==> src/rtl/axi_pkg.sv <==
// AXI4 read-channel types shared by the read arbiter and its AR register slice.
// Struct field widths follow the localparams below; the arbiter defaults to the same values.
package axi_pkg;

    localparam int unsigned AxiNumHosts   = 2;
    localparam int unsigned AxiAddrWidth  = 64;
    localparam int unsigned AxiDataWidth  = 64;
    localparam int unsigned AxiIdWidth    = 4;
    localparam int unsigned AxiDevIdWidth = AxiIdWidth + $clog2(AxiNumHosts);

    typedef enum logic [1:0] {
        BURST_FIXED = 2'b00,
        BURST_INCR  = 2'b01,
        BURST_WRAP  = 2'b10,
        BURST_RSVD  = 2'b11
    } axi_burst_t;

    typedef enum logic [1:0] {
        RESP_OKAY   = 2'b00,
        RESP_EXOKAY = 2'b01,
        RESP_SLVERR = 2'b10,
        RESP_DECERR = 2'b11
    } axi_resp_t;

    typedef logic [3:0] axi_cache_t;
    typedef logic [2:0] axi_prot_t;

    typedef struct packed {
        logic [AxiDevIdWidth-1:0] id;
        logic [AxiAddrWidth-1:0]  addr;
        logic [7:0]               len;
        logic [2:0]               size;
        axi_burst_t               burst;
        axi_cache_t               cache;
        axi_prot_t                prot;
    } axi_ar_t;

endpackage

==> src/rtl/axi_ar_slice.sv <==
// Two-entry skid buffer for the AR channel: full throughput, all outputs driven from registers.
module axi_ar_slice
    import axi_pkg::*;
(
    input  logic    clk_i,
    input  logic    rst_i,
    input  logic    in_valid_i,
    output logic    in_ready_o,
    input  axi_ar_t in_data_i,
    output logic    out_valid_o,
    input  logic    out_ready_i,
    output axi_ar_t out_data_o
);

    axi_ar_t    mem_q [2];
    logic       wr_ptr_q;
    logic       rd_ptr_q;
    logic [1:0] cnt_q;
    logic       push;
    logic       pop;

    assign in_ready_o  = (cnt_q != 2'd2);
    assign out_valid_o = (cnt_q != 2'd0);
    assign out_data_o  = mem_q[rd_ptr_q];
    assign push        = in_valid_i & in_ready_o;
    assign pop         = out_valid_o & out_ready_i;

    always_ff @(posedge clk_i) begin
        if (rst_i) begin
            wr_ptr_q <= 1'b0;
            rd_ptr_q <= 1'b0;
            cnt_q    <= 2'd0;
        end else begin
            if (push) begin
                mem_q[wr_ptr_q] <= in_data_i;
                wr_ptr_q        <= ~wr_ptr_q;
            end
            if (pop) begin
                rd_ptr_q <= ~rd_ptr_q;
            end
            cnt_q <= cnt_q + {1'b0, push} - {1'b0, pop};
        end
    end

endmodule

==> src/rtl/axi_read_arbiter.sv <==
// Round-robin arbiter sharing one AXI4 read port; host index rides in the ARID MSBs.
// Define AXI_RD_ARB_AR_REG_EN to register the AR output through a 2-entry skid slice.
module axi_read_arbiter
    import axi_pkg::*;
#(
    parameter int unsigned NUM_HOSTS    = AxiNumHosts,
    parameter int unsigned ADDR_WIDTH   = AxiAddrWidth,
    parameter int unsigned DATA_WIDTH   = AxiDataWidth,
    parameter int unsigned ID_WIDTH     = AxiIdWidth,
    localparam int unsigned HOST_IDX_W   = $clog2(NUM_HOSTS),
    localparam int unsigned DEV_ID_WIDTH = ID_WIDTH + HOST_IDX_W
) (
    input  logic                           clk_i,
    input  logic                           rst_i,
    input  logic [NUM_HOSTS-1:0]           h_ar_valid_i,
    output logic [NUM_HOSTS-1:0]           h_ar_ready_o,
    input  logic [NUM_HOSTS*ID_WIDTH-1:0]  h_ar_id_i,
    input  logic [NUM_HOSTS*ADDR_WIDTH-1:0] h_ar_addr_i,
    input  logic [NUM_HOSTS*8-1:0]         h_ar_len_i,
    input  logic [NUM_HOSTS*3-1:0]         h_ar_size_i,
    input  logic [NUM_HOSTS*2-1:0]         h_ar_burst_i,
    input  logic [NUM_HOSTS*4-1:0]         h_ar_cache_i,
    input  logic [NUM_HOSTS*3-1:0]         h_ar_prot_i,
    output logic [NUM_HOSTS-1:0]           h_r_valid_o,
    input  logic [NUM_HOSTS-1:0]           h_r_ready_i,
    output logic [ID_WIDTH-1:0]            h_r_id_o,
    output logic [DATA_WIDTH-1:0]          h_r_data_o,
    output axi_resp_t                      h_r_resp_o,
    output logic                           h_r_last_o,
    output logic                           d_ar_valid_o,
    input  logic                           d_ar_ready_i,
    output logic [DEV_ID_WIDTH-1:0]        d_ar_id_o,
    output logic [ADDR_WIDTH-1:0]          d_ar_addr_o,
    output logic [7:0]                     d_ar_len_o,
    output logic [2:0]                     d_ar_size_o,
    output axi_burst_t                     d_ar_burst_o,
    output axi_cache_t                     d_ar_cache_o,
    output axi_prot_t                      d_ar_prot_o,
    input  logic                           d_r_valid_i,
    output logic                           d_r_ready_o,
    input  logic [DEV_ID_WIDTH-1:0]        d_r_id_i,
    input  logic [DATA_WIDTH-1:0]          d_r_data_i,
    input  axi_resp_t                      d_r_resp_i,
    input  logic                           d_r_last_i
);

    function automatic logic [HOST_IDX_W-1:0] rr_next(input logic [HOST_IDX_W-1:0] idx);
        return HOST_IDX_W'((32'(idx) + 1) % NUM_HOSTS);
    endfunction

    logic [HOST_IDX_W-1:0] rr_q;
    logic [HOST_IDX_W-1:0] pick;
    logic [HOST_IDX_W-1:0] cand;
    logic [HOST_IDX_W-1:0] sel;
    logic                  pick_found;
    axi_ar_t               ar_sel;
    axi_ar_t               ar_out;

    // First requesting host at or after the round-robin pointer.
    always_comb begin
        pick       = rr_q;
        pick_found = 1'b0;
        cand       = '0;
        for (int unsigned i = 0; i < NUM_HOSTS; i++) begin
            cand = HOST_IDX_W'((32'(rr_q) + i) % NUM_HOSTS);
            if (!pick_found && h_ar_valid_i[cand]) begin
                pick       = cand;
                pick_found = 1'b1;
            end
        end
    end

    always_comb begin
        ar_sel.id    = {sel, h_ar_id_i[sel*ID_WIDTH +: ID_WIDTH]};
        ar_sel.addr  = h_ar_addr_i[sel*ADDR_WIDTH +: ADDR_WIDTH];
        ar_sel.len   = h_ar_len_i[sel*8 +: 8];
        ar_sel.size  = h_ar_size_i[sel*3 +: 3];
        ar_sel.burst = axi_burst_t'(h_ar_burst_i[sel*2 +: 2]);
        ar_sel.cache = h_ar_cache_i[sel*4 +: 4];
        ar_sel.prot  = h_ar_prot_i[sel*3 +: 3];
    end

`ifdef AXI_RD_ARB_AR_REG_EN
    logic slice_in_ready;

    assign sel = pick;

    always_ff @(posedge clk_i) begin
        if (rst_i) begin
            rr_q <= '0;
        end else if (pick_found && slice_in_ready) begin
            rr_q <= rr_next(pick);
        end
    end

    always_comb begin
        h_ar_ready_o       = '0;
        h_ar_ready_o[pick] = pick_found & slice_in_ready;
    end

    axi_ar_slice u_ar_slice (
        .clk_i       (clk_i),
        .rst_i       (rst_i),
        .in_valid_i  (pick_found),
        .in_ready_o  (slice_in_ready),
        .in_data_i   (ar_sel),
        .out_valid_o (d_ar_valid_o),
        .out_ready_i (d_ar_ready_i),
        .out_data_o  (ar_out)
    );
`else
    typedef enum logic {StIdle, StGrant} state_e;

    state_e                state_q;
    logic [HOST_IDX_W-1:0] grant_q;
    logic                  ar_valid_q;

    // Grant is frozen while AR is presented so the device sees stable fields.
    always_ff @(posedge clk_i) begin
        if (rst_i) begin
            state_q    <= StIdle;
            grant_q    <= '0;
            rr_q       <= '0;
            ar_valid_q <= 1'b0;
        end else begin
            unique case (state_q)
                StIdle: begin
                    if (pick_found) begin
                        grant_q    <= pick;
                        ar_valid_q <= 1'b1;
                        state_q    <= StGrant;
                    end
                end
                StGrant: begin
                    if (d_ar_ready_i) begin
                        rr_q       <= rr_next(grant_q);
                        ar_valid_q <= 1'b0;
                        state_q    <= StIdle;
                    end
                end
                default: state_q <= StIdle;
            endcase
        end
    end

    assign sel          = grant_q;
    assign ar_out       = ar_sel;
    assign d_ar_valid_o = ar_valid_q;

    always_comb begin
        h_ar_ready_o          = '0;
        h_ar_ready_o[grant_q] = ar_valid_q & d_ar_ready_i;
    end
`endif

    assign d_ar_id_o    = ar_out.id;
    assign d_ar_addr_o  = ar_out.addr;
    assign d_ar_len_o   = ar_out.len;
    assign d_ar_size_o  = ar_out.size;
    assign d_ar_burst_o = ar_out.burst;
    assign d_ar_cache_o = ar_out.cache;
    assign d_ar_prot_o  = ar_out.prot;

    logic [HOST_IDX_W-1:0] r_idx;

    assign r_idx = d_r_id_i[DEV_ID_WIDTH-1 -: HOST_IDX_W];

    always_comb begin
        h_r_valid_o = '0;
        d_r_ready_o = 1'b1;  // beats for a nonexistent host are drained
        if (32'(r_idx) < NUM_HOSTS) begin
            h_r_valid_o[r_idx] = d_r_valid_i;
            d_r_ready_o        = h_r_ready_i[r_idx];
        end
    end

    assign h_r_id_o   = d_r_id_i[ID_WIDTH-1:0];
    assign h_r_data_o = d_r_data_i;
    assign h_r_resp_o = d_r_resp_i;
    assign h_r_last_o = d_r_last_i;

endmodule

==> config.mk <==
export PLATFORM = sky130hd
export DESIGN_NAME = axi_read_arbiter
export DESIGN_NICKNAME = d
export VERILOG_FILES = /design/src/rtl/axi_pkg.sv /design/src/rtl/axi_ar_slice.sv /design/src/rtl/axi_read_arbiter.sv
export SDC_FILE = /design/constraint.sdc
export NUM_CORES = 1
export LEC_CHECK = 0
export CAP_MARGIN = 15
export CORE_AREA = 2 2 164 166
export DETAILED_ROUTE_END_ITERATION = 6
export DIE_AREA = 0 0 166 168
export DONT_BUFFER_PORTS = 1
export SLEW_MARGIN = 20
export SYNTH_ARGS = -nofsm -noshare
export SYNTH_HDL_FRONTEND = slang
export SYNTH_SLANG_ARGS = --single-unit
==> constraint.sdc <==
create_clock -name clk_i -period 3.5 [get_ports clk_i]
set_input_delay 0.7 -clock clk_i [delete_from_list [all_inputs] [get_ports clk_i]]
set_output_delay 0.7 -clock clk_i [all_outputs]
set_load 0.02 [all_outputs]
==> run summary <==
TIMING
-------------------------------------------------------------------------------------------------
Highest clock frequency the design can meet ........................................      436 MHz
Setup TNS after final layout .......................................................         0 ns
Final worst-path cycle share .......................................................        0.655
Time the final worst path needs with I/O delays and setup ..........................      2.29 ns
Hold Vio Cnt, Final ................................................................            0
Max Transition Viols Final .........................................................            0
Transition time of the tightest slew-check pin .....................................     0.650 ns
Final setup violation count ........................................................            0
Setup repair after global routing missed its margin ................................           no
Maximum clock skew at final layout .................................................  0.000586 ns
Worst slew margin relative to its limit ............................................        0.567

SETUP PATH
-------------------------------------------------------------------------------------------------
Critical path type .................................................................      reg2out
CP Capture Type ....................................................................  output port
Top fanout value on the critical path ..............................................           37
Startpoint kind of the worst setup timing path .....................................    flip-flop
Worst EP required ..................................................................      2.80 ns
WP data arrival ....................................................................      1.59 ns

YOSYS
-------------------------------------------------------------------------------------------------
Proportion of register bits with asynchronous set or reset after synthesis .........            0
Synth top cells by count ........................................................... mux2_4, buf_4, mux2_2, buf_12, dfxtp_1
Summed instance area of the synthesized netlist .................................... 0.00218 sq mm
Most area-hungry cell type in the Yosys netlist ....................................       mux2_4
Synth Flop Type ....................................................................      dfxtp_1
Synth top area share ...............................................................        0.524
Synthesized net count ..............................................................          449
Number of distinct library cell variants in the gate-level netlist after synthesis .           21
Yosys warnings .....................................................................            0
Sequential element share of the synthesized area ...................................       0.0368
Most frequently used cell type in the post-synthesis netlist .......................       mux2_4
Post-synthesis sequential element count ............................................            4
Cell types occupying the most area after synthesis ................................. mux2_4, buf_4, mux2_2
EDFF count, synth ..................................................................            0
Gate Count Post-Synth ..............................................................          193
Synthesized area per cell ..........................................................   11.3 sq um

CLOCK NETWORK
-------------------------------------------------------------------------------------------------
H-tree Lvls ........................................................................            1
Number of buffers inserted during clock tree synthesis .............................            3
Count of hold buffers inserted by post-cts repair ..................................            0
Number of resized instances in the post-cts repair step ............................            0
Root cell of the clock tree ........................................................    clkbuf_16
Clock Latency Late Sink ............................................................      0.23 ns
Clock transition at the registers of the reported paths ............................      0.03 ns
Buffers inserted by post-CTS timing repair .........................................            0
Clock tree from TritonCTS ..........................................................          yes
TritonCTS sink count ...............................................................            4
Maximum root-to-sink buffer count ..................................................            2

FLOORPLANNING
-------------------------------------------------------------------------------------------------
Placeable core region .............................................................. 0.0264 sq mm
Initial Utilization ................................................................       0.0827
Die Footprint ...................................................................... 0.0279 sq mm
Top Ports ..........................................................................          422
Die width ..........................................................................       166 um
Row count ..........................................................................           60
Die boundary height ................................................................       168 um

POWER
-------------------------------------------------------------------------------------------------
Internal power contribution ........................................................       345 uW
Combinational share of power .......................................................        0.588
Power dissipated by switching net loads ............................................       244 uW
Fraction of power consumed by sequential logic .....................................        0.093
Worst-case vdd ir drop .............................................................     0.236 mV
Switching Share ....................................................................        0.414
Fraction of power consumed by the clock network ....................................        0.319
Static leakage .....................................................................  0.000715 uW
Cell area power density ............................................................  293 mW/mm^2

DRT
-------------------------------------------------------------------------------------------------
Total Routed Length ................................................................      8620 um
Post-DR vias/cell ..................................................................         2.51
DRT iter0 DRCs .....................................................................           31
First-pass iteration count of the detailed router ..................................            4
Detail-routed net length per standard cell .........................................      18.7 um
DR DRC count .......................................................................            0
Post-route antenna net violation count .............................................            0
Vias ...............................................................................         1159

LAYOUT
-------------------------------------------------------------------------------------------------
Syn-to-layout area delta ...........................................................       -7.70%
Fill cell count ....................................................................         3025
Share of cells above drive strength 1 ..............................................        0.821
Number of standard cells in the layout, taps in and fillers out ....................          461
Fin nets ...........................................................................          374
Post-layout util ...................................................................       0.0763

GLOBAL ROUTE
-------------------------------------------------------------------------------------------------
Global routing usage on met2 .......................................................       0.0942
Met1 usage .........................................................................       0.0560
First-pass GRT wire length .........................................................     10200 um
Total global routing overflow ......................................................            0
GR peak layer ......................................................................         met2
Met3 routing resource usage after global routing ...................................       0.0188
Number of global-route vias before repair ..........................................         1179
Number of antenna violations at the first check in global routing ..................            3
Pin count of the biggest net entering global routing ...............................           57
Total global-route track usage .....................................................       0.0540

OUTCOME
-------------------------------------------------------------------------------------------------
Run status .........................................................................    completed

PLACEMENT
-------------------------------------------------------------------------------------------------
Inst Count DP ......................................................................          454
Gp weighted congestion .............................................................        0.670
# port buffers .....................................................................            0

FLOW RUN
-------------------------------------------------------------------------------------------------
Max-capacitance violation count ....................................................            0

HOLD PATH
-------------------------------------------------------------------------------------------------
Min-delay worst type ...............................................................      reg2reg

==> state kept, by name, summed over array words and instances, names as in the netlist <==
name and cells:
grant_q 1, rr_q 1, d_ar_valid_o 1, state_q 1
==> through the flow <==
step / power [uW] / instance area (sq um) / worst slack, ns / hold slack (ns)
final: 589 / 2010 / 1.21 / 0.528
after global routing: 614 / 2010 / 1.15 / 0.531
after CTS: 601 / 2000 / 1.19 / 0.527
after detailed placement: 409 / 1920 / 1.44 / 0.501
after global placement: 405 / 1920 / 1.45 / 0.500
after floorplan: 510 / 2180 / 1.74 / 0.482
==> final timing paths <==
check          start        endpoint  slack, ns  cells past startpoint
max          grant_q  d_ar_size_o[2]       1.21                      2
min reg2reg     rr_q            rr_q       0.53                      2
min             rr_q            rr_q       0.53                      2
max reg2reg  grant_q            rr_q       2.27                      2
==> kinds of logic (layout without fill, tap and decap cells) <==
group / count (synthesis) / after routing / share of synthesized area
DFF: 4 / 4 / 0.0368
other: 0 / 3 / 0
AOI/OAI and AO/OA: 7 / 7 / 0.0207
muxes: 89 / 89 / 0.591
buffers and inverters: 84 / 8 / 0.330
and+or+nand+nor: 9 / 9 / 0.0213
==> power groups by stage <==
stage / combinational (uW) / clock [uW] / sequential, uW
after global placement: 349 / 0 / 55.2
after detailed placement: 353 / 0 / 55.2
after CTS: 354 / 193 / 54.8
after global routing: 362 / 197 / 55.5
final: 346 / 188 / 54.7
after floorplan: 455 / 0 / 54.6
==> critical path, stage by stage (launching register included) <==
cell	delay, ns
dfxtp_4	0.35
buf_4	0.51
mux2_2	0.47
==> layout by cell type, fill, tap and decap left out, types with 2 or more instances in the layout <==
| master | n |
|---|---|
| dfxtp_1 | 3 |
| mux2_4 | 76 |
| clkbuf_16 | 3 |
| nand2_1 | 3 |
| inv_1 | 2 |
| diode_2 | 3 |
| a21oi_1 | 3 |
| mux2_2 | 13 |
==> routing by layer <==
metal,wire length [um],vias up
met5,0,-
met4,270,0
met3,1050,34
met2,4320,166
met1,2980,511
li1,-,448
==> area by class of cell <==
type,count,area (sq um),share of cell area
diodes,3,7.51,0.00373
repair buffers,2,27.5,0.0137
well taps,341,427,0.212
inverters,2,7.51,0.00373
clock buffers,4,78.8,0.0392
multi-input cells,105,1380,0.686
flip-flops and latches,4,83.8,0.0417
Note: power is estimated with default switching activity, not from simulation.
